==> config.mk <==
export PLATFORM = sky130hd
export DESIGN_NAME = regfile_param
export DESIGN_NICKNAME = d
export VERILOG_FILES = /design/src/rtl/regfile_pkg.sv /design/src/rtl/regfile_clear_seq.sv /design/src/rtl/regfile_param.sv
export SDC_FILE = /design/constraint.sdc
export NUM_CORES = 2
export LEC_CHECK = 0
export BUFFER_PORTS_ARGS = -buffer_cell sky130_fd_sc_hd__buf_2
export CORE_MARGIN = 2
export CORE_UTILIZATION = 55
export CTS_BUF_LIST = sky130_fd_sc_hd__clkbuf_16
export CTS_CLUSTER_SIZE = 10
export DETAILED_ROUTE_END_ITERATION = 8
export MAX_ROUTING_LAYER = met4
export PLACE_DENSITY = 0.72
export SLEW_MARGIN = 5
export SYNTH_ARGS = -nofsm -noshare
export SYNTH_HDL_FRONTEND = slang
export SYNTH_SLANG_ARGS = --single-unit
export TNS_END_PERCENT = 1
==> constraint.sdc <==
create_clock -name clk -period 4.7 [get_ports clk]
set_input_delay 0.94 -clock clk [delete_from_list [all_inputs] [get_ports clk]]
set_output_delay 0.94 -clock clk [all_outputs]
set_load 0.02 [all_outputs]
==> src/rtl/regfile_pkg.sv <==
// Shared types and helpers for the parametrised register file and its clear sequencer.
package regfile_pkg;

    typedef enum logic {RF_IDLE, RF_CLEAR} rf_state_e;

    typedef enum logic [1:0] {RD_ZERO, RD_BYPASS, RD_ARRAY} rd_sel_e;

    // Address width for a given depth; a depth below 2 still gets one address bit.
    function automatic int rf_aw(input int depth);
        return (depth < 2) ? 1 : $clog2(depth);
    endfunction

    // Chooses the source of one read port. The zero-register rule outranks the bypass.
    function automatic rd_sel_e rd_sel(
        input logic busy,
        input logic zero_en,
        input logic bypass_en,
        input logic we,
        input logic addr_is_zero,
        input logic addr_hit
    );
        if (busy)                      return RD_ZERO;
        if (zero_en && addr_is_zero)   return RD_ZERO;
        if (bypass_en && we && addr_hit) return RD_BYPASS;
        return RD_ARRAY;
    endfunction

endpackage

==> src/rtl/regfile_clear_seq.sv <==
// Post-reset clear sequencer: walks every entry to zero and holds busy until the last write.
module regfile_clear_seq
    import regfile_pkg::*;
#(
    parameter int DEPTH = 32,
    localparam int AW = rf_aw(DEPTH)
) (
    input  logic          clk,
    input  logic          rst_n,
    output logic          busy_o,
    output logic          clr_we_o,
    output logic [AW-1:0] clr_addr_o,
    output rf_state_e     state_o
);

    // One spare pointer bit so the last index can be compared without wrapping.
    localparam logic [AW:0] LAST_PTR = (AW+1)'(DEPTH - 1);

    rf_state_e   state_q, state_d;
    logic [AW:0] clr_ptr_q, clr_ptr_d;
    logic        busy_q, busy_d;

    always_ff @(posedge clk) begin
        if (!rst_n) begin
            state_q   <= RF_CLEAR;
            clr_ptr_q <= '0;
            busy_q    <= 1'b1;
        end else begin
            state_q   <= state_d;
            clr_ptr_q <= clr_ptr_d;
            busy_q    <= busy_d;
        end
    end

    always_comb begin
        state_d   = state_q;
        clr_ptr_d = clr_ptr_q;
        busy_d    = busy_q;
        clr_we_o  = 1'b0;
        case (state_q)
            RF_CLEAR: begin
                clr_we_o  = 1'b1;
                clr_ptr_d = clr_ptr_q + (AW+1)'(1);
                if (clr_ptr_q == LAST_PTR) begin
                    state_d = RF_IDLE;
                    busy_d  = 1'b0;
                end
            end
            RF_IDLE: begin
                busy_d = 1'b0;
            end
            default: begin
                state_d = RF_CLEAR;
            end
        endcase
    end

    assign busy_o     = busy_q;
    assign clr_addr_o = clr_ptr_q[AW-1:0];
    assign state_o    = state_q;

endmodule

==> src/rtl/regfile_param.sv <==
// Parametrised register file with hardware clear on reset, optional zero register and write bypass.
module regfile_param
    import regfile_pkg::*;
#(
    parameter int WIDTH    = 32,
    parameter int DEPTH    = 32,
    parameter int NREAD    = 3,
    parameter int ZERO_REG = 1,
    parameter int BYPASS   = 1,
    localparam int AW = rf_aw(DEPTH)
) (
    input  logic                   clk,
    input  logic                   rst_n,
    input  logic                   reg_write,
    input  logic [AW-1:0]          write_address,
    input  logic [WIDTH-1:0]       write,
    input  logic [NREAD*AW-1:0]    read_address,
    output logic [NREAD*WIDTH-1:0] read,
    output logic                   busy
);

    logic [WIDTH-1:0] mem_q [DEPTH];
    logic             clr_we;
    logic [AW-1:0]    clr_addr;
    rf_state_e        seq_state;
    logic             wr_en;

    regfile_clear_seq #(.DEPTH(DEPTH)) u_clear_seq (
        .clk        (clk),
        .rst_n      (rst_n),
        .busy_o     (busy),
        .clr_we_o   (clr_we),
        .clr_addr_o (clr_addr),
        .state_o    (seq_state)
    );

    // A write on a reset edge is dropped too: the clear starts on that edge.
    assign wr_en = rst_n && (seq_state == RF_IDLE) && reg_write
                   && !((ZERO_REG != 0) && (write_address == '0));

    always_ff @(posedge clk) begin
        if (clr_we) begin
            mem_q[clr_addr] <= '0;
        end else if (wr_en) begin
            mem_q[write_address] <= write;
        end
    end

    for (genvar gi = 0; gi < NREAD; gi++) begin : g_rd
        logic [AW-1:0] raddr;
        rd_sel_e       sel;

        assign raddr = read_address[gi*AW +: AW];
        assign sel   = rd_sel(busy, ZERO_REG != 0, BYPASS != 0, reg_write,
                              raddr == '0, raddr == write_address);
        assign read[gi*WIDTH +: WIDTH] = (sel == RD_BYPASS) ? write :
                                         (sel == RD_ARRAY)  ? mem_q[raddr] : '0;
    end

endmodule

==> results.toml <==
[clocking]
ctsRootBufferMaster = "clkbuf_16"
clockBufferDepth = 3
ctsHoldBuffers = 0
clk_latency_ns = 0.72
path_clk_slew_ns = 0.06
cts_num_sinks = 1032
h-tree-depth = 3
cts_tree = "done"
post-cts-setup-buffer-count = 0
cts_buffers = 117

[synth]
synth-seq-area-share_pct = 53.9
synth_edf_count = 1024
synthCells = 3346
netlist-cell-type-count = 50
ys_warn_count = 0
synth_fp_nets = 3402
ys.flop_type = "edfxtp_1"
netlist_area_mm2 = 0.0574
async_reset_ff_share_pct = 0
syn_avg_cell_area_um2 = 17.1
ys_ff_latch = 1032

[route]
vias = 40000
drc = 0
viasPerCell = 8.00
firstDrtPassIters = 8
detail-route-antenna-nets = 0
drt_wl_total_mm = 212
drt_iter0_markers = 7050
detail_route.wl_per_cell_um = 42.3

[global_route]
grt_max_degree = 51
global_route.overflow_total = 0
grt_pass1_vias = 39900
grt_util_all_layers_pct = 41.1
grt_pass1_wl_mm = 298
antenna_found_initial = 7

[pwr]
ir_worst_vdd_uv = 313
fin_total_pwr_mw = 20.3
powerDensity_mw_per_mm2 = 314
power_leakage_nw = 21.1

[timing]
timing.fmax_mhz = 207
fin_crit_ns = 4.84
hold_viol = 0
final.setup.tns_ns = -0.145
relSlewSlack_pct = 6.56
rsz0062_at_grt = "no"
skew_ns = 0.0190
worst_pin_slew_ns = 1.38
worst_slack_ns = -0.140
setup_viol = 2
slew_viol_final = 0
fin_crit_sh_pct = 103

[worst_setup_path]
critPathTopFamily = "compound AO/OA/AOI/OAI gates"
slowest_stage = "o311ai_0"
path_buf_inv = 3
worstSetupEndpointType = "output pin"
max_stage_delay_ns = 1.17
worstSetupPathType = "input port to output pin"
setup.worst_path.start_class = "input port"
critPathMaxFanout = 35
crit_required_ns = 3.76
cp.arrival_ns = 3.90
cp_cell_sequence = "buf_6 > or2_2 > buf_4 > nor2_1 > o311ai_0 > o21ai_0 > buf_2"

[run_status]
violations = "setup timing"
status = "complete, but fails checks"

[final_layout]
finalNonFillerCells = 5002
final_area_mm2 = 0.0647
layout-drive-gt1-share_pct = 36.6
area_delta_synth_final_pct = 12.7
utilization_pct = 62.5
fin_nets = 3633
nFillCells = 7143
layout_commonest_cell = "edfxtp_1"
layout_common_cells = "edfxtp_1, mux4_2, mux2i_1, buf_4, buf_2"

[floorplan]
boundaryPins = 152
coreArea_mm2 = 0.103
start_util_pct = 55.4
fp.dieW_um = 327
rows = 118
die_h_um = 327
dieArea_mm2 = 0.107

[placement]
placed_area_mm2 = 0.0615
dp_hpwl_mm = 131
placed_cells = 4838
portBuffers = 151
gp_routability_congestion = 0.964

[run]
maxCapViolCount = 0

[hold_path]
hold_class = "input port to flop"
[state kept, by name, indices dropped and copies added, names as in the netlist]
register and cells:
mem_q 1024, u_clear_seq.clr_ptr_q 6, u_clear_seq.busy_o 1, u_clear_seq.state_o 1
[power by group]
part | leakage, nW | internal, mW | switching (mW)
sequential | 9.01 | 10.1 | 0.0646
clock | 1.63 | 4.46 | 3.54
combinational | 10.5 | 0.892 | 1.27
[synthesized netlist by cell type (9+ instances only)]
master / number / area, um2
o221ai_1: 14 / 123
buf_4: 54 / 405
o22ai_1: 97 / 607
nor2b_1: 16 / 100
o21ai_0: 64 / 320
edfxtp_1: 1024 / 30700
and2_1: 75 / 469
a22o_1: 22 / 193
mux4_2: 692 / 15600
o31ai_1: 18 / 135
a211oi_1: 50 / 375
buf_2: 76 / 380
mux2i_1: 358 / 3580
o311ai_0: 20 / 175
nand2_1: 133 / 499
o41ai_1: 13 / 114
a221o_1: 19 / 190
nor2_1: 151 / 567
mux2_2: 19 / 214
nand2b_1: 13 / 81.3
xnor2_1: 15 / 131
nor3_1: 51 / 255
a21oi_1: 21 / 105
a31oi_1: 23 / 144
buf_6: 26 / 293
a2111oi_0: 9 / 78.8
clkbuf_1: 132 / 495
and3_1: 16 / 100
nand3_1: 21 / 105
buf_1: 20 / 75.1
[cells by family (layout without fill, tap and decap cells)]
family,after synthesis,count (layout),share of synthesized area [%]
adders and majority gates,1,1,0.0218
AOI/OAI and AO/OA,414,414,5.12
and+or+nand+nor,491,491,3.96
muxes,1069,1069,33.8
xor gates and xnor gates,19,19,0.290
DFF,1032,1032,53.9
other,0,9,0
buffers and inverters,320,587,2.95
[stage by stage]
step	hold WS [ns]	setup WS, ns
floorplan	0.532	0.383
global placement	0.561	-0.257
detailed placement	0.580	-0.206
CTS	0.450	0.104
global route	0.483	0.00852
finish	0.473	-0.140
[area by class of cell]
type | count | area [um2] | share of cell area [%]
Timing Repair Buffer | 420 | 3690 | 5.70
Clock buffer | 118 | 2950 | 4.56
Tap cell | 1380 | 1730 | 2.67
Clock inverter | 37 | 210 | 0.325
Sequential cell | 1032 | 30900 | 47.8
Inverter | 12 | 45.0 | 0.0696
Multi-Input combinational cell | 1994 | 25100 | 38.9
Antenna cell | 9 | 22.5 | 0.0348
[final timing paths]
check,startpoint,to,slack (ns),cells after the start
setup / recovery,read_address[2],read[19],-0.14,7
hold / removal,rst_n,u_clear_seq.state_o,0.47,2
setup reg to reg,u_clear_seq.state_o,mem_q[17][13],1.68,6
hold reg to reg,u_clear_seq.clr_ptr_q[1],u_clear_seq.clr_ptr_q[1],0.59,2
[worst reg2reg max path, cell delays in order (launching register included)]
cell      delay (ns)
dfxtp_1         0.42
a211oi_4        0.26
buf_4           0.22
mux2i_1         0.38
nand2_1         0.34
nor2_4          0.67
buf_4           0.41
[timing repair]
item                                    in CTS  in global routing
resized for setup                            2                  2
endpoints found under the setup margin       2                  2
pin swaps                                    0                  0
[metal layers]
| metal | vias to the layer above | routed length [um] | GRT usage, % |
|---|---|---|---|
| met1 | 20100 | 67800 | 51.1 |
| met2 | 3983 | 93600 | 58.6 |
| met4 | 0 | 18100 | 28.0 |
| met3 | 1107 | 32300 | 11.8 |
| met5 | - | 0 | - |
| li1 | 14800 | - | - |
(Power assumes the default switching activity.)
